### src/rtl/aes_pkg.sv
// Shared AES datapath types.
// State word width and selector mode encoding.
package aes_pkg;

  localparam int AES_STATE_W = 128;

  typedef logic [AES_STATE_W-1:0] aes_state_t;

  typedef enum logic {
    SEL_DIRECT = 1'b0,
    SEL_RR     = 1'b1
  } sel_mode_e;

endpackage

### src/rtl/rr_pick.sv
// Round-robin pick: first set request at or after ptr, wrapping.
// Purely combinational.
module rr_pick #(
  parameter int NUM_IN = 2,
  localparam int SEL_W = $clog2(NUM_IN)
) (
  input  logic [NUM_IN-1:0] req,
  input  logic [SEL_W-1:0]  ptr,
  output logic              found,
  output logic [SEL_W-1:0]  idx
);

  logic [SEL_W:0] j;

  // Scan in reverse so the last hit written is the first in scan order.
  always_comb begin
    found = 1'b0;
    idx   = '0;
    j     = '0;
    for (int k = NUM_IN - 1; k >= 0; k--) begin
      j = {1'b0, ptr} + (SEL_W+1)'(k);
      if (j >= (SEL_W+1)'(NUM_IN))
        j = j - (SEL_W+1)'(NUM_IN);
      if (req[j[SEL_W-1:0]]) begin
        found = 1'b1;
        idx   = j[SEL_W-1:0];
      end
    end
  end

endmodule

### src/rtl/aes_state_sel.sv
// Registered N:1 AES state selector with valid/ready flow control.
// Direct select or round-robin arbitration among valid inputs.
module aes_state_sel
  import aes_pkg::*;
#(
  parameter int WIDTH  = AES_STATE_W,
  parameter int NUM_IN = 2,
  localparam int SEL_W = $clog2(NUM_IN)
) (
  input  logic                    clk,
  input  logic                    rst,
  input  logic [NUM_IN*WIDTH-1:0] in_data,
  input  logic [NUM_IN-1:0]       in_valid,
  output logic [NUM_IN-1:0]       in_ready,
  input  logic [SEL_W-1:0]        sel,
  input  logic                    arb_mode,
  output logic [WIDTH-1:0]        out_data,
  output logic [SEL_W-1:0]        out_src,
  output logic                    out_valid,
  input  logic                    out_ready
);

  logic [SEL_W-1:0] rr_ptr;
  logic [SEL_W-1:0] rr_idx;
  logic             rr_found;
  logic [SEL_W-1:0] gnt_idx;
  logic             gnt_ok;
  logic             load_en;
  logic             sel_ok;
  sel_mode_e        mode;
  logic [WIDTH-1:0] lanes [NUM_IN];

  for (genvar i = 0; i < NUM_IN; i++) begin : g_lane
    assign lanes[i] = in_data[i*WIDTH +: WIDTH];
  end

  rr_pick #(
    .NUM_IN (NUM_IN)
  ) u_pick (
    .req   (in_valid),
    .ptr   (rr_ptr),
    .found (rr_found),
    .idx   (rr_idx)
  );

  assign mode    = sel_mode_e'(arb_mode);
  assign load_en = !out_valid || out_ready;
  assign sel_ok  = ({1'b0, sel} < (SEL_W+1)'(NUM_IN))
                   && in_valid[sel];

  always_comb begin
    gnt_ok  = 1'b0;
    gnt_idx = '0;
    unique case (mode)
      SEL_DIRECT: begin
        gnt_ok  = sel_ok;
        gnt_idx = sel;
      end
      SEL_RR: begin
        gnt_ok  = rr_found;
        gnt_idx = rr_idx;
      end
    endcase
  end

  // No grants while reset is asserted.
  always_comb begin
    in_ready = '0;
    if (!rst && load_en && gnt_ok)
      in_ready = NUM_IN'(1) << gnt_idx;
  end

  always_ff @(posedge clk) begin
    if (rst) begin
      out_valid <= 1'b0;
      out_data  <= '0;
      out_src   <= '0;
      rr_ptr    <= '0;
    end else if (load_en) begin
      if (gnt_ok) begin
        out_data  <= lanes[gnt_idx];
        out_src   <= gnt_idx;
        out_valid <= 1'b1;
        if (gnt_idx == SEL_W'(NUM_IN - 1))
          rr_ptr <= '0;
        else
          rr_ptr <= gnt_idx + 1'b1;
      end else begin
        out_valid <= 1'b0;
      end
    end
  end

endmodule

### config.mk
export PLATFORM = sky130hd
export DESIGN_NAME = aes_state_sel
export DESIGN_NICKNAME = d
export VERILOG_FILES = /design/src/rtl/aes_pkg.sv /design/src/rtl/rr_pick.sv /design/src/rtl/aes_state_sel.sv
export SDC_FILE = /design/constraint.sdc
export NUM_CORES = 1
export LEC_CHECK = 0
export CORE_AREA = 2 2 152 154
export DETAILED_ROUTE_END_ITERATION = 7
export DIE_AREA = 0 0 154 156
export PLACE_DENSITY = 0.64
export SKIP_CTS_REPAIR_TIMING = 1
export SYNTH_ARGS = -nofsm -noshare
export SYNTH_HDL_FRONTEND = slang
export SYNTH_SLANG_ARGS = --single-unit
### constraint.sdc
create_clock -name clk -period 3.88 [get_ports clk]
set_input_delay 0.388 -clock clk [delete_from_list [all_inputs] [get_ports clk]]
set_output_delay 0.388 -clock clk [all_outputs]
set_load 0.05 [all_outputs]
# Yosys cells after proc, flatten, opt, wreduce, memory -nomap -nowiden
# Index checks and enable logic that the tools add are counted.
[op_classes]
order_cmp = 6
bitwise = 2
mux = 20
reduce_logical = 6
shift = 1
eq_ne = 0
n_addsub = 4
div = 0
n_mul = 0
[op_table]
columns = ["operator", "n"]
rows = [
  ["128-bit two-way mux", 3],
  ["1-bit two-way mux", 14],
  ["1-bit by 2-bit less-than comparator with 1-bit output (second input constant)", 3],
  ["2-bit greater-or-equal comparator (second input constant)", 2],
  ["1-bit case mux with 2 select lines", 2],
  ["1-bit by 1-bit adder with 2-bit output (second input constant)", 1],
  ["1-bit by 2-bit greater-or-equal comparator with 1-bit output (second input constant)", 1],
  ["1-bit logical AND", 2],
  ["1-bit logical NOT", 2],
  ["2-bit two-way mux", 1],
  ["1-bit inverter with 2-bit output", 1],
  ["2-bit AND reduction", 1],
  ["1-bit by 1-bit left shift with 2-bit output (first input constant)", 1],
  ["1-bit subtractor (second input constant)", 2],
  ["1-bit adder (second input constant)", 1],
  ["1-bit logical OR", 1],
  ["1-bit inverter", 1],
]
[totals]
output_inout_bits = 132
latch_bits = 0
elab_cells = 43
ramBits = 0
mem_bits_ro = 0
input_bits = 263
mem_count = 0
ff_bits = 131

# Depth between registers and ports, before layout
# Gate-level depths: netlist (run 1).
[logic_depth]
ltp_word = 12
mapped_depth = 7
mapped_depth_nobuf = 4

# By module
# A second synthesis (run 1) with hierarchy kept.
[hier_totals]
hier_cells = 625
area_unflattened_um2 = 6396.1
[by_module_without_submodules]
columns = ["module", "area_per_inst_um2", "instances", "cells_per_inst"]
rows = [
  ["aes_state_sel", 6378.6, 1, 622],
  ["rr_pick", 17.5, 1, 3],
]

# Worst setup path after synthesis (run 1)
# Ideal clock, no wire load.
[synth_timing]
kind = "input -> output"
startpoint = "in sel"
endpoint = "out in_ready[0]"
cell_stages = 4
required_time_ps = 3492
path_slack_ps = 1457
arrival_ps = 2035
path_cell_list = "nor2b_1 > a31o_2 > clkbuf_1 > nor3_1"
[synth_via]
elab_chain_cells = 5
elab_cells_between_ends = 7
[synth_rtl]
columns = ["item", "line", "rtl"]
rows = [
  ["from (decl)", "aes_state_sel.sv:15", "input logic [SEL_W-1:0] sel,"],
  ["1-bit two-way mux (not written as such) (2 in series)", "aes_state_sel.sv:49", "&& in_valid[sel];"],
  ["1-bit case mux with 2 select lines", "aes_state_sel.sv:54", "unique case (mode)"],
  ["1-bit logical AND", "aes_state_sel.sv:69", "if (!rst && load_en && gnt_ok)"],
  ["2-bit two-way mux *", "aes_state_sel.sv:69", ""],
  ["to (decl)", "aes_state_sel.sv:14", "output logic [NUM_IN-1:0] in_ready,"],
]
# Mark *: on every way between the ends. The rest lies on a longest branch, timed or not. The select of a mux whose other input is x is not followed.

# Final worst setup path (run 1)
[layout_timing]
startpoint = "in arb_mode"
endpoint = "out in_ready[0]"
[layout_via]
elab_chain_cells = 4
elab_cells_between_ends = 6
[layout_rtl]
columns = ["item", "line", "rtl"]
rows = [
  ["from (decl)", "aes_state_sel.sv:16", "input logic arb_mode,"],
  ["1-bit inverter", "aes_state_sel.sv:54", ""],
  ["1-bit case mux with 2 select lines", "aes_state_sel.sv:54", ""],
  ["1-bit by 1-bit left shift with 2-bit output or 1-bit logical AND (tied branches)", "aes_state_sel.sv:70, aes_state_sel.sv:69", ""],
  ["2-bit two-way mux *", "aes_state_sel.sv:69", ""],
]
# Mark *: on every way between the ends. The rest lies on a longest branch, timed or not.

==> key figures, run 1 <==
Outcome
  • Status: completed

Clocking
  • CTS tree: yes
  • CTS Root Buffer Type: sky130_fd_sc_hd__clkbuf_16
  • Clk sink count: 131
  • Insertion delay to the later sink of the worst-skew pair: 0.41 ns
  • Max H-tree Level: 4
  • Register clock-pin slew on the reported worst setup and hold paths: 0.06 ns
  • Total clock buffers created by CTS: 17
  • CTS Buffer Depth: 2

Routing
  • Post-detailed-route count of antenna-violating nets: 0
  • Length of the first detailed-routing pass in iterations: 4
  • Number of violations reported at the end of detailed-routing iteration 0: 313
  • Routed wire per std cell: 17.4 um
  • Detailed-route via count: 6,676
  • Total Wirelength: 24,100 um
  • Via-to-Cell Ratio: 4.84
  • DRC violations left: 0

STA
  • Skew final: 0.00974 ns
  • Pins over their slew limit: 0
  • Final hold vios: 0
  • Max transition margin: 0.428
  • RSZ-0062 raised after global routing: no
  • Tightest Pin Transition: 0.859 ns
  • Top achievable clock speed: 340 MHz
  • Post-route worst hold slack: 0.403 ns
  • Final critical-path required period: 2.94 ns
  • Setup violation total in the final timing report: 0
  • Final worst-path cycle share: 0.758
  • Sum Neg Setup Slack: 0 ns

Logic synthesis
  • Net Count, Synth: 997
  • Sequential element share of the synthesized area: 0.427
  • YS warnings: 0
  • Most instantiated flip-flop cell in the synthesis netlist: sky130_fd_sc_hd__dfxtp_1
  • Post-synthesis area per instance: 8.38 um2
  • Flip-flop and latch count after synthesis: 131
  • FFs w/ async S/R, synth: 0
  • Number of different library cells in the post-synthesis netlist: 23
  • Number of synthesized flops with an enable pin: 0
  • Post-Syn Area: 0.00615 mm2
  • Syn Inst Count: 734

Placed design
  • Placed wire-length estimate after detailed placement: 16,000 um
  • Number of buffers added on ports: 394
  • Placer congestion estimate: 0.782
  • Placed Cells incl. Taps: 1,349

Final layout
  • Net count, final: 1,346
  • Number of antenna repair diodes: 0
  • Cell Count, Final, Fillers Out: 1,380
  • Layout area overhead: 75.9%
  • Fraction of final layout cells with drive strength greater than 1: 0.123

Pwr
  • Static leakage power: 4.05 nW
  • Switching power: 1.74 mW
  • Proportion of power drawn by flip-flops and latches: 0.317
  • Clock power frac: 0.341
  • Switching power share of the total: 0.351
  • Ratio of total power to cell area: 458 mW/mm2
  • Internal power consumption: 3.21 mW
  • Portion of total power attributed to combinational logic: 0.342
  • Maximum ir drop on the vdd rail: 0.232 mV

Die
  • DIE AREA: 0.0240 mm2
  • Chip height: 156 um
  • FP Rows: 55
  • Die X-Extent: 154 um
  • Core Box Area: 0.0224 mm2
  • Top-Level Pins: 395
  • Initial cell density of the core: 0.275

Setup path
  • Setup crit end kind: output pin
  • CP arrival: 2.55 ns
  • CP Max Fanout: 6
  • Worst Path Required: 3.49 ns
  • Critical setup path kind: input port to output pin
  • Kind of start point of the critical path: input port

Global routing
  • Overflow left after global routing: 0
  • Initial antenna violation count: 0
  • All-layer global routing usage: 0.192
  • Wire length of the first global-routing pass: 36,500 um
  • Via count of the first global-routing pass: 6,583
  • Maximum number of pins on one net before global-route repair: 130

Min path
  • Type of the tightest min-delay check: input port to flip-flop

Job
  • Number of max-capacitance violations reported: 0
==> stage by stage <==
step / power (mW) / setup slack [ns] / cell area, um2 / utilization
2_1_floorplan: 2.63 / 1.46 / 6150 / -
5_1_grt: 5.17 / 0.830 / 10800 / 0.484
3_5_place_dp: 3.30 / 0.945 / 10200 / 0.456
3_3_place_gp: 3.29 / 0.984 / 10200 / 0.456
4_1_cts: 5.01 / 0.930 / 10800 / 0.484
6_report: 4.95 / 0.941 / 10800 / 0.484
==> state kept, by name (all words and copies together), names as in the netlist <==
register	cells
out_valid	1
rr_ptr	1
out_data	128
out_src	1
==> worst max-delay path: stages <==
cell	delay, ns
sky130_fd_sc_hd__clkdlybuf4s50_1	0.70
sky130_fd_sc_hd__nor2b_1	0.18
sky130_fd_sc_hd__a31o_4	0.25
sky130_fd_sc_hd__nor3_1	0.17
sky130_fd_sc_hd__clkdlybuf4s50_1	0.86
==> power by group through the flow <==
stage | clock [mW] | combinational (mW) | sequential [mW]
3_5_place_dp | 0 | 1.70 | 1.60
3_3_place_gp | 0 | 1.69 | 1.59
4_1_cts | 1.74 | 1.71 | 1.57
5_1_grt | 1.79 | 1.80 | 1.59
2_1_floorplan | 0 | 0.538 | 2.09
6_report | 1.69 | 1.69 | 1.57
==> routing by layer <==
| metal | global-route usage | part of all wire |
|---|---|---|
| met5 | 0 | 0 |
| met3 | 0.0761 | 0.093 |
| met2 | 0.320 | 0.48 |
| met1 | 0.228 | 0.41 |
| met4 | 0.0628 | 0.024 |
==> cells by family (layout without fill, tap and decap cells) <==
family,count (synthesis),count (layout),share of synthesized area
compound gates,264,264,0.344
buf+inv,73,434,0.0633
flops,131,131,0.427
mux,1,1,0.00183
simple gates,265,265,0.164
==> cells in the mapped netlist (2+ instances only) <==
cell,n,area share
sky130_fd_sc_hd__nor3_1,2,0.0016
sky130_fd_sc_hd__buf_6,10,0.018
sky130_fd_sc_hd__clkbuf_1,33,0.020
sky130_fd_sc_hd__buf_2,26,0.021
sky130_fd_sc_hd__buf_4,2,0.0024
sky130_fd_sc_hd__nor2_1,129,0.079
sky130_fd_sc_hd__a21oi_1,130,0.11
sky130_fd_sc_hd__dfxtp_1,131,0.43
sky130_fd_sc_hd__a211oi_2,90,0.18
sky130_fd_sc_hd__nand2b_1,2,0.0020
sky130_fd_sc_hd__nand2_1,130,0.079
sky130_fd_sc_hd__a211oi_1,38,0.046
==> placed cells by master (no fill, tap or decap), types with 2 or more instances in the layout <==
master	synthesis	final
sky130_fd_sc_hd__nor2_1	129	129
sky130_fd_sc_hd__clkbuf_16	0	17
sky130_fd_sc_hd__clkinvlp_4	0	2
sky130_fd_sc_hd__clkinv_2	0	3
sky130_fd_sc_hd__dfxtp_1	131	131
sky130_fd_sc_hd__buf_12	0	3
sky130_fd_sc_hd__clkinv_4	0	2
sky130_fd_sc_hd__buf_4	2	5
sky130_fd_sc_hd__nor3_1	2	2
sky130_fd_sc_hd__a211oi_1	38	38
sky130_fd_sc_hd__clkdlybuf4s50_1	0	393
sky130_fd_sc_hd__bufinv_16	0	3
sky130_fd_sc_hd__inv_6	0	2
sky130_fd_sc_hd__nand2b_1	2	2
sky130_fd_sc_hd__a21oi_1	130	130
sky130_fd_sc_hd__clkbuf_8	0	2
sky130_fd_sc_hd__a211oi_2	90	90
sky130_fd_sc_hd__nand2_1	130	130
==> path summary, 6_finish.rpt <==
path              from           end  slack [ns]  depth (start not counted)
min                rst  out_data[84]        0.40                          2
max reg2reg  out_valid  out_data[52]        1.95                          5
max           arb_mode   in_ready[0]        0.94                          5
min reg2reg     rr_ptr        rr_ptr        0.47                          2
==> area by class of cell <==
cell class	count	area, um2
multi-input combinational	530	3180
timing repair buffer	402	4040
fill	2213	11600
tap	285	357
clock buffer	19	453
inverter	1	3.75
clock inverter	12	155
sequential	131	2620
(Power assumes the default switching activity.)
==> run 2, diff against run 1 <==
--- a/config.mk
+++ b/config.mk
@@ -5,10 +5,10 @@
 export SDC_FILE = /design/constraint.sdc
 export NUM_CORES = 1
 export LEC_CHECK = 0
-export CORE_AREA = 2 2 152 154
+export CORE_AREA = 2 2 153 155
 export DETAILED_ROUTE_END_ITERATION = 7
-export DIE_AREA = 0 0 154 156
-export PLACE_DENSITY = 0.64
+export DIE_AREA = 0 0 155 157
+export PLACE_DENSITY = 0.65
 export SKIP_CTS_REPAIR_TIMING = 1
 export SYNTH_ARGS = -nofsm -noshare
 export SYNTH_HDL_FRONTEND = slang
==> constraint.sdc (replaced) <==
create_clock -name clk -period 2.4 [get_ports clk]
set_input_delay 0.24 -clock clk [delete_from_list [all_inputs] [get_ports clk]]
set_output_delay 0.24 -clock clk [all_outputs]
set_load 0.05 [all_outputs]
==> run 2 against run 1 <==
Highest routed layer is now met5; flip-flop and latch count is the same; critical path depth unchanged; die area increased by 1.3%; clock skew decreased by 0.00061 ns; non-clock buffer count grew 18; combinational power grew 67%; core utilization up 1.1 points; register-to-register slack got worse by 1.2 ns; critical endpoint unchanged; clock power increased by 72%; routed wire length increased by 0.29%.
==> key figures, run 2 (synthesis gave the netlist of run 1 again) <==
Final layout
  • Commonest non-fill, non-tap cells in the layout: 391 x sky130_fd_sc_hd__clkdlybuf4s50_1, 131 x sky130_fd_sc_hd__dfxtp_1, 130 x sky130_fd_sc_hd__nand2_1, 130 x sky130_fd_sc_hd__a21oi_1, 129 x sky130_fd_sc_hd__nor2_1
  • Largest register by flop count: out_data
  • Fraction of final layout cells with drive strength greater than 1: 0.138
  • Number of flip-flops in the largest register: 128
  • Leading cell type in the layout, fill and taps excluded: sky130_fd_sc_hd__clkdlybuf4s50_1
  • Number of antenna repair diodes: 0
  • Net count, final: 1,364
  • Layout area overhead: 81.1%

Routing
  • Total Wirelength: 24,100 um
  • Routed wire per std cell: 17.3 um
  • Post-detailed-route count of antenna-violating nets: 0
  • Via-to-Cell Ratio: 4.86
  • Number of violations reported at the end of detailed-routing iteration 0: 360
  • Detailed-route via count: 6,789
  • Length of the first detailed-routing pass in iterations: 4
  • DRC violations left: 0

Clocking
  • CTS Buffer Depth: 2
  • Insertion delay to the later sink of the worst-skew pair: 0.41 ns
  • Total clock buffers created by CTS: 17
  • CTS Root Buffer Type: sky130_fd_sc_hd__clkbuf_16
  • Clk sink count: 131
  • Register clock-pin slew on the reported worst setup and hold paths: 0.06 ns
  • CTS tree: yes
  • Max H-tree Level: 4

Global routing
  • Initial antenna violation count: 1
  • All-layer global routing usage: 0.188
  • Overflow left after global routing: 0
  • Via count of the first global-routing pass: 6,557
  • Maximum number of pins on one net before global-route repair: 67
  • Wire length of the first global-routing pass: 36,200 um

Min path
  • Hold path startpoint: rst
  • Worst hold endpoint: out_data[75]
  • Worst Hold Path Cells: 2
  • Type of the tightest min-delay check: input port to flip-flop

Die
  • Initial cell density of the core: 0.273
  • FP Rows: 55
  • Die X-Extent: 155 um
  • Top-Level Pins: 395
  • DIE AREA: 0.0243 mm2
  • Core Box Area: 0.0225 mm2
  • Chip height: 157 um

STA
  • Final worst-path cycle share: 0.957
  • Final critical-path required period: 2.30 ns
  • Max transition margin: 0.608
  • Setup violation total in the final timing report: 0
  • Sum Neg Setup Slack: 0 ns
  • Skew final: 0.00913 ns
  • Tightest Pin Transition: 0.586 ns
  • Pins over their slew limit: 0
  • Final hold vios: 0
  • Top achievable clock speed: 436 MHz
  • Post-route worst hold slack: 0.241 ns
  • RSZ-0062 raised after global routing: no

Setup path
  • Cell with the biggest individual delay on the critical path: sky130_fd_sc_hd__clkdlybuf4s50_1
  • Critical setup path kind: input port to output pin
  • Setup crit end kind: output pin
  • Number of cell instances on the worst register-to-register path: 6
  • Internal reg-to-reg setup slack: 0.76 ns
  • Stage delay of the slowest cell on the critical path: 0.60 ns
  • CP Max Fanout: 15
  • RR Startpoint: rr_ptr
  • CP arrival: 2.06 ns
  • Terminus of the critical flop-to-flop path: out_data[69]
  • Cells along the critical path: clkdlybuf4s50_1 -> nand2b_1 -> a31o_4 -> nor3_1 -> buf_4
  • Kind of start point of the critical path: input port
  • Worst Path Required: 2.16 ns

Outcome
  • Status: completed

Placed design
  • Placed wire-length estimate after detailed placement: 17,200 um
  • Number of buffers added on ports: 394
  • Placer congestion estimate: 0.822

Pwr
  • Static leakage power: 4.20 nW
  • Ratio of total power to cell area: 742 mW/mm2
  • Maximum ir drop on the vdd rail: 0.465 mV

Job
  • Number of max-capacitance violations reported: 0
[run 2: cell count changes in the layout (fill, tap and decap cells not counted)]
cell,previous run,this run
sky130_fd_sc_hd__buf_12,3,15
sky130_fd_sc_hd__buf_4,5,13
sky130_fd_sc_hd__bufinv_16,3,5
sky130_fd_sc_hd__clkbuf_1,0,1
sky130_fd_sc_hd__clkbuf_8,2,1
sky130_fd_sc_hd__clkdlybuf4s50_1,393,391
sky130_fd_sc_hd__clkinv_2,3,1
sky130_fd_sc_hd__clkinv_4,2,3
sky130_fd_sc_hd__inv_6,2,1
[run 2: through the flow]
step | total power, mW | cells | instance area, um2 | util | worst slack, ns
final | 8.26 | 1398 | 11100 | 0.495 | 0.104
after CTS | 8.37 | 1398 | 11100 | 0.495 | 0.130
after detailed placement | 5.42 | 1367 | 10500 | 0.466 | 0.140
after global placement | 5.40 | 1367 | 10500 | 0.466 | 0.114
after global routing | 8.64 | 1398 | 11100 | 0.495 | 0.0493
after floorplan | 4.25 | 734 | 6150 | - | 0.137
[run 2: per-layer routing]
layer | global-route usage | part of all wire
met2 | 0.322 | 0.48
met3 | 0.0644 | 0.081
met5 | 0 | 0.00075
met1 | 0.219 | 0.41
met4 | 0.0670 | 0.023
[run 2: how the worst max path moves through the flow]
stage                     start           to  depth (start not counted)
floorplan             out_valid  in_ready[0]                          4
global placement    in_valid[0]  in_ready[0]                          6
detailed placement  in_valid[0]  in_ready[0]                          5
CTS                 in_valid[0]  in_ready[0]                          5
global route        in_valid[0]  in_ready[0]                          6
finish              in_valid[0]  in_ready[0]                          5
[run 2: layout make-up]
type / instances / area [um2]
inverters: 1 / 3.75
flip-flops and latches: 131 / 2620
clock inverters: 12 / 205
fillers: 2156 / 11400
clock buffers: 19 / 443
multi-input cells: 530 / 3180
well taps: 285 / 357
repair buffers: 420 / 4320
[run 2: critical path: cells and delay by family]
kind / cells / cell delay [ns]
buffers and inverters: 2 / 0.88
AOI/OAI and AO/OA: 1 / 0.36
and+or+nand+nor: 2 / 0.56
[run 2: power by group]
part / internal, mW / switching [mW]
Clock: 1.87 / 1.03
Sequential: 2.41 / 0.123
Combinational: 1.16 / 1.67
Total: 5.45 / 2.82
==> run 3, diff against run 2 <==
--- a/config.mk
+++ b/config.mk
@@ -8,8 +8,10 @@
 export CORE_AREA = 2 2 153 155
 export DETAILED_ROUTE_END_ITERATION = 7
 export DIE_AREA = 0 0 155 157
+export HOLD_SLACK_MARGIN = 0.03
 export PLACE_DENSITY = 0.65
 export SKIP_CTS_REPAIR_TIMING = 1
+export SKIP_LAST_GASP = 1
 export SYNTH_ARGS = -nofsm -noshare
 export SYNTH_HDL_FRONTEND = slang
 export SYNTH_SLANG_ARGS = --single-unit
==> constraint.sdc (replaced) <==
create_clock -name clk -period 2.1 [get_ports clk]
set_input_delay 0.21 -clock clk [delete_from_list [all_inputs] [get_ports clk]]
set_output_delay 0.21 -clock clk [all_outputs]
set_load 0.05 [all_outputs]
==> run 3 against run 2 <==
Global-route usage up 0.49 points; via count decreased by 0.71%; register-to-register slack got worse by 0.27 ns; worst setup slack got worse by 0.041 ns; combinational power is 16% higher; first-iteration DRC count is 14% lower; design area is 0.43% higher; largest cell class unchanged; largest power group is now combinational logic.
==> key figures, run 3 (synthesis gave the netlist of run 1 again) <==
STA
  • Tightest Pin Transition: 0.637 ns
  • Top achievable clock speed: 491 MHz
  • Final worst-path cycle share: 0.970
  • Setup slack of the critical path after layout: 0.0633 ns
  • Skew final: 0.0102 ns
  • Setup violation total in the final timing report: 0
  • Pins over their slew limit: 0
  • Final hold vios: 0
  • Final critical-path required period: 2.04 ns
  • Max transition margin: 0.574
  • RSZ-0062 raised after global routing: no

Placed design
  • Number of buffers added on ports: 394
  • Worst Setup Slack post-DPL: -0.0449 ns
  • Placer congestion estimate: 0.824
  • Placed Cells incl. Taps: 1,377
  • Cell area reported after detailed placement: 0.0106 mm2
  • Placed wire-length estimate after detailed placement: 17,600 um

Clocking
  • Insertion delay to the later sink of the worst-skew pair: 0.42 ns
  • CTS Root Buffer Type: sky130_fd_sc_hd__clkbuf_16
  • Max H-tree Level: 4
  • Total clock buffers created by CTS: 17
  • CTS tree: yes
  • CTS Buffer Depth: 2
  • Register clock-pin slew on the reported worst setup and hold paths: 0.07 ns
  • Clk sink count: 131

Setup path
  • CP Max Fanout: 22
  • Number of cell instances on the worst register-to-register path: 6
  • Kind of start point of the critical path: input port
  • Critical setup path kind: input port to output pin
  • Family of cells with the greatest summed delay on the critical path: buffers and inverters
  • Cell with the biggest individual delay on the critical path: sky130_fd_sc_hd__clkdlybuf4s50_1
  • Cells along the critical path: clkdlybuf4s50_1 -> mux2_2 -> o221ai_4 -> buf_12 -> nor3_1 -> buf_4
  • CP Depth: 6
  • Setup crit end kind: output pin
  • CP Buf/Inv Count: 3
  • Worst Path Required: 1.89 ns
  • CP arrival: 1.83 ns
  • Stage delay of the slowest cell on the critical path: 0.52 ns

Pwr
  • Maximum ir drop on the vdd rail: 0.433 mV
  • Total Power: 9.12 mW
  • Static leakage power: 4.23 nW
  • Ratio of total power to cell area: 815 mW/mm2

Global routing
  • Maximum number of pins on one net before global-route repair: 81
  • Overflow left after global routing: 0
  • Via count of the first global-routing pass: 6,878
  • Initial antenna violation count: 1
  • Wire length of the first global-routing pass: 37,200 um
  • All-layer global routing usage: 0.193

Min path
  • Worst Hold Path Cells: 2
  • Type of the tightest min-delay check: input port to flip-flop

Die
  • Core Box Area: 0.0225 mm2
  • DIE AREA: 0.0243 mm2
  • FP Rows: 55
  • Die X-Extent: 155 um
  • Initial cell density of the core: 0.273
  • Top-Level Pins: 395
  • Chip height: 157 um

Routing
  • Length of the first detailed-routing pass in iterations: 4
  • DRC violations left: 0
  • Total Wirelength: 24,500 um
  • Number of violations reported at the end of detailed-routing iteration 0: 309
  • Routed wire per std cell: 17.4 um
  • Post-detailed-route count of antenna-violating nets: 0
  • Detailed-route via count: 6,741
  • Via-to-Cell Ratio: 4.78

Final layout
  • Fraction of final layout cells with drive strength greater than 1: 0.148
  • Utilization after layout: 0.497
  • Leading cell type in the layout, fill and taps excluded: sky130_fd_sc_hd__clkdlybuf4s50_1
  • Layout area overhead: 81.9%
  • Number of flip-flops in the largest register: 128
  • Number of antenna repair diodes: 0
  • Cell Count, Final, Fillers Out: 1,411
  • Summed area of non-filler cells in the final layout: 0.0112 mm2
  • Largest register by flop count: out_data
  • Commonest non-fill, non-tap cells in the layout: 391 x sky130_fd_sc_hd__clkdlybuf4s50_1, 131 x sky130_fd_sc_hd__dfxtp_1, 130 x sky130_fd_sc_hd__nand2_1, 130 x sky130_fd_sc_hd__a21oi_1, 129 x sky130_fd_sc_hd__nor2_1
  • Net count, final: 1,376
  • Fillers: 2,174

Job
  • Number of max-capacitance violations reported: 0

Outcome
  • Status: completed
-- run 3: cell count changes in the layout (fill, tap and decap cells not counted), sizes merged --
cell,change
buf,+12
bufinv,-4
clkinv,-1
clkinvlp,+3
inv,+3
-- run 3: through the flow --
step / TNS (ns) / hold slack (ns)
6_report: 0 / 0.120
5_1_grt: 0 / 0.109
4_1_cts: 0 / 0.103
3_5_place_dp: -0.513 / 0.455
3_3_place_gp: 0 / 0.454
2_1_floorplan: -0.266 / 0.351
-- run 3: final cells by class --
class                   count  area [um2]  area share
clock buffers              19         443      0.0396
clock inverters            13         125      0.0112
inverters                   1        3.75    0.000336
multi-input cells         530        3180       0.284
flip-flops and latches    131        2620       0.235
well taps                 285         357      0.0319
repair buffers            432        4450       0.398
-- run 3: worst paths after layout --
kind	start	end	slack [ns]
min reg2reg	rr_ptr	rr_ptr	0.46
max	sel	in_ready[0]	0.06
min	rst	out_data[0]	0.12
max reg2reg	rr_ptr	out_data[125]	0.49
-- run 3: power breakdown --
| group | switching (mW) | total, mW | internal, mW |
|---|---|---|---|
| combinational | 1.92 | 3.29 | 1.37 |
| clock | 1.26 | 2.93 | 1.68 |
| sequential | 0.135 | 2.89 | 2.76 |
-- run 3: worst reg2reg max path, stage by stage, from the launching register on --
cell                       delay [ns]
sky130_fd_sc_hd__dfxtp_1         0.31
sky130_fd_sc_hd__nand2b_1        0.19
sky130_fd_sc_hd__a31o_4          0.26
sky130_fd_sc_hd__buf_4           0.16
sky130_fd_sc_hd__buf_12          0.16
sky130_fd_sc_hd__a21oi_1         0.31
sky130_fd_sc_hd__a211oi_2        0.11
-- run 3: routing by layer --
metal	global-route usage	part of all wire	vias up
met3	0.0675	0.087	39
li1	-	-	3321
met4	0.0692	0.025	2
met2	0.329	0.48	277
met5	0	0.00053	-
met1	0.225	0.41	3102
==> variant 1, RTL diff (settings of run 3) <==
Make the reset (`rst`) asynchronous in one clocked block.
--- a/src/rtl/aes_state_sel.sv
+++ b/src/rtl/aes_state_sel.sv
@@ -72,3 +72,3 @@
 
-  always_ff @(posedge clk) begin
+  always_ff @(posedge clk or posedge rst) begin
     if (rst) begin
Check against the original RTL: differs if rst is asserted again (counterexample within 4 cycles, from zero or initial values and one cycle with rst high); with rst held inactive, the same outputs for 4 cycles.
==> variant 1 against run 3 <==
- critical path type unchanged
- sequential cell count unchanged
- cell area fell by 0.34%
- worst setup slack gained 0.092 ns
- worst hold slack improved by 0.28 ns
- area after synthesis shrank 1.4%
- combinational power up 35%
- largest cell class unchanged
- power increased by 21%
- wire length is 15% lower
- highest routed layer is now met4
- critical path depth unchanged
- synthesized cell count decreased by 22%
==> variant 1: results <==
outcome:
  status: "finished, final reports clean"
global_route:
  grt_pass1_wl_um: 32000
  antenna_found_initial: 0
  use_met3: 0.0438
  use_met2: 0.299
  grt_usage: 0.171
  grt_max_degree: 73
finish:
  finalNonFillerCells: 1274
  nNetsFinal: 1239
  drive_gt1_frac: 0.0728
  nonClkBufAreaFrac: 0.387
  buffers: 427
  seq_cell_count: 131
  sh_seq_area: 0.294
detailed_routing:
  drtIter0Drc: 206
  met1Wirelength_um: 8550
  wl_met3_um: 1390
  highest_layer: "met4"
  wl_met2_um: 10600
  dr.pass1.iters: 5
  wl_per_cell_um: 16.4
critical_path:
  slowest_delay_ns: 0.50
  arrival_ns: 1.73
placed_design:
  dp_hpwl_um: 16500
  gp_congestion: 0.760
  pre_cts_ws_ns: 0.0957
timing:
  finClkSkew_ns: 0.00551
  maxSlewHeadroom: 0.622
logic_synthesis:
  netlist_top_cells_count: "dfrtp_1 (131), nand2_1 (131), o21ai_1 (130)"
  synth_nets: 836
  synthCells: 573
  synthFlopType: "dfrtp_1"
power:
  seqPwrFrac: 0.298
  swShare: 0.374
==> variant 1: cells by family after synthesis <==
group           count (synthesis)  share of synthesized area
compound gates                133                      0.114
flops                         131                      0.541
buf+inv                        44                     0.0450
simple gates                  136                     0.0863
mux                           129                      0.214
==> variant 1: per-stage QoR <==
step / setup TNS (ns) / instance area [sq um] / utilization / power, W
after floorplan: -0.0141 / 6070 / - / 0.00591
after global placement: 0 / 10500 / 0.466 / 0.00775
after detailed placement: 0 / 10500 / 0.466 / 0.00779
after CTS: 0 / 11100 / 0.495 / 0.0112
after global routing: 0 / 11100 / 0.495 / 0.0115
final: 0 / 11100 / 0.495 / 0.0110
==> variant 1: final timing paths <==
path                              start           end  slack, ns
setup reg to reg                 rr_ptr  out_data[98]       0.56
hold / removal                      rst  out_data[38]       0.40
max in group asynchronous           rst  out_data[87]       1.34
hold reg to reg            out_data[10]  out_data[10]       0.48
min in group clk            in_data[48]  out_data[48]       0.42
setup / recovery            in_valid[1]   in_ready[1]       0.16
==> variant 2, RTL diff (config.mk and constraints of run 3) <==
Made on the original files. `AES_STATE_W`: 128 -> 64.
--- a/src/rtl/aes_pkg.sv
+++ b/src/rtl/aes_pkg.sv
@@ -4,3 +4,3 @@
 
-  localparam int AES_STATE_W = 128;
+  localparam int AES_STATE_W = 64;
 
Ports: changed (resized in_data and out_data); port bits go from 395 to 203. The function was not compared with the original's and may differ.
==> variant 2 against run 3 <==
- cell area is 46% lower
- global-route usage is 9.7 points lower
- critical path depth stayed put
- non-clock buffer count is 209 lower
- power is 49% lower
- wire length is 52% lower
- worst setup slack better by 0.050 ns
- combinational power is 50% lower
- count of clock-buffer cells in the layout is 6 lower
- area after synthesis is 47% lower
- sequential cell count is 64 lower
- via count is 50% lower
- critical endpoint is now in_ready[1]
==> variant 2: results <==
outcome:
  status: "finished, final reports clean"
placed_design:
  place_inst: 848
  port_buffers: 202
  placed_cell_area_sq_mm: 0.00573
  pre_cts_ws_ns: 0.0520
  dp_hpwl_um: 8710
power:
  swShare: 0.340
  leakagePower_nw: 2.19
  p_sw_w: 0.00159
finish:
  sh_seq_area: 0.223
  utilization: 0.268
  multi_input_area_share: 0.289
  clkCellAreaFrac: 0.0490
  drive_gt1_frac: 0.161
  nonClkBufAreaFrac: 0.379
  clock_buffers: 13
  fillers: 2412
  nNetsFinal: 709
global_route:
  grt_pass1_vias: 3514
  use_met1: 0.107
  grt_usage: 0.0967
  grt_max_degree: 43
detailed_routing:
  met1Wirelength_um: 5040
  highest_layer: "met4"
  wl_per_cell_um: 13.8
  avgViaCountPerCell: 3.94
  wl_met2_um: 5640
  wl_met3_um: 1010
  wl_um: 11900
  drtIter0Drc: 121
logic_synthesis:
  synthCells: 377
  synth_area_leaders: "dfxtp_1 (41%), a311oi_2 (23%), nand2_1 (15%), nor2_1 (7.6%), a311oi_1 (3.8%)"
  yosysSeqAreaShare: 0.413
  yosysMostFrequentCell: "nand2_1"
timing:
  maxSlewHeadroom: 0.613
  finClkSkew_ns: 0.00347
critical_path:
  arrival_ns: 1.78
  slowest_delay_ns: 0.50
variant 2: cell types whose count changed after synthesis, sizes merged, moves of 13 or more:
cell / change
clkbuf: -13
a211oi: -127
a311oi: +64
dfxtp: -64
nor2: -63
buf: -22
a21oi: -129
variant 2: worst register-to-register path, delay by kind of cell (launching register included):
family | cells | cell delay (ns)
compound gates | 2 | 0.51
buf+inv | 2 | 0.32
simple gates | 2 | 0.25
flops | 1 | 0.32
variant 2: path summary, 6_finish.rpt:
path / start / endpoint / slack, ns / cells past startpoint
worst max-delay path: sel / in_ready[1] / 0.11 / 6
worst min-delay path: rst / out_data[35] / 0.31 / 2
worst max register to register: rr_ptr / out_data[2] / 0.61 / 6
worst min register to register: out_data[38] / out_data[38] / 0.50 / 2
variant 2: kinds of logic (layout without fill, tap and decap cells):
family,count (synthesis),count (layout),synth area share
buffers and inverters,38,239,0.0609
flip-flops,67,67,0.413
multiplexers,2,2,0.00655
AO/OA/AOI/OAI,71,71,0.285
AND/OR/NAND/NOR,199,199,0.235
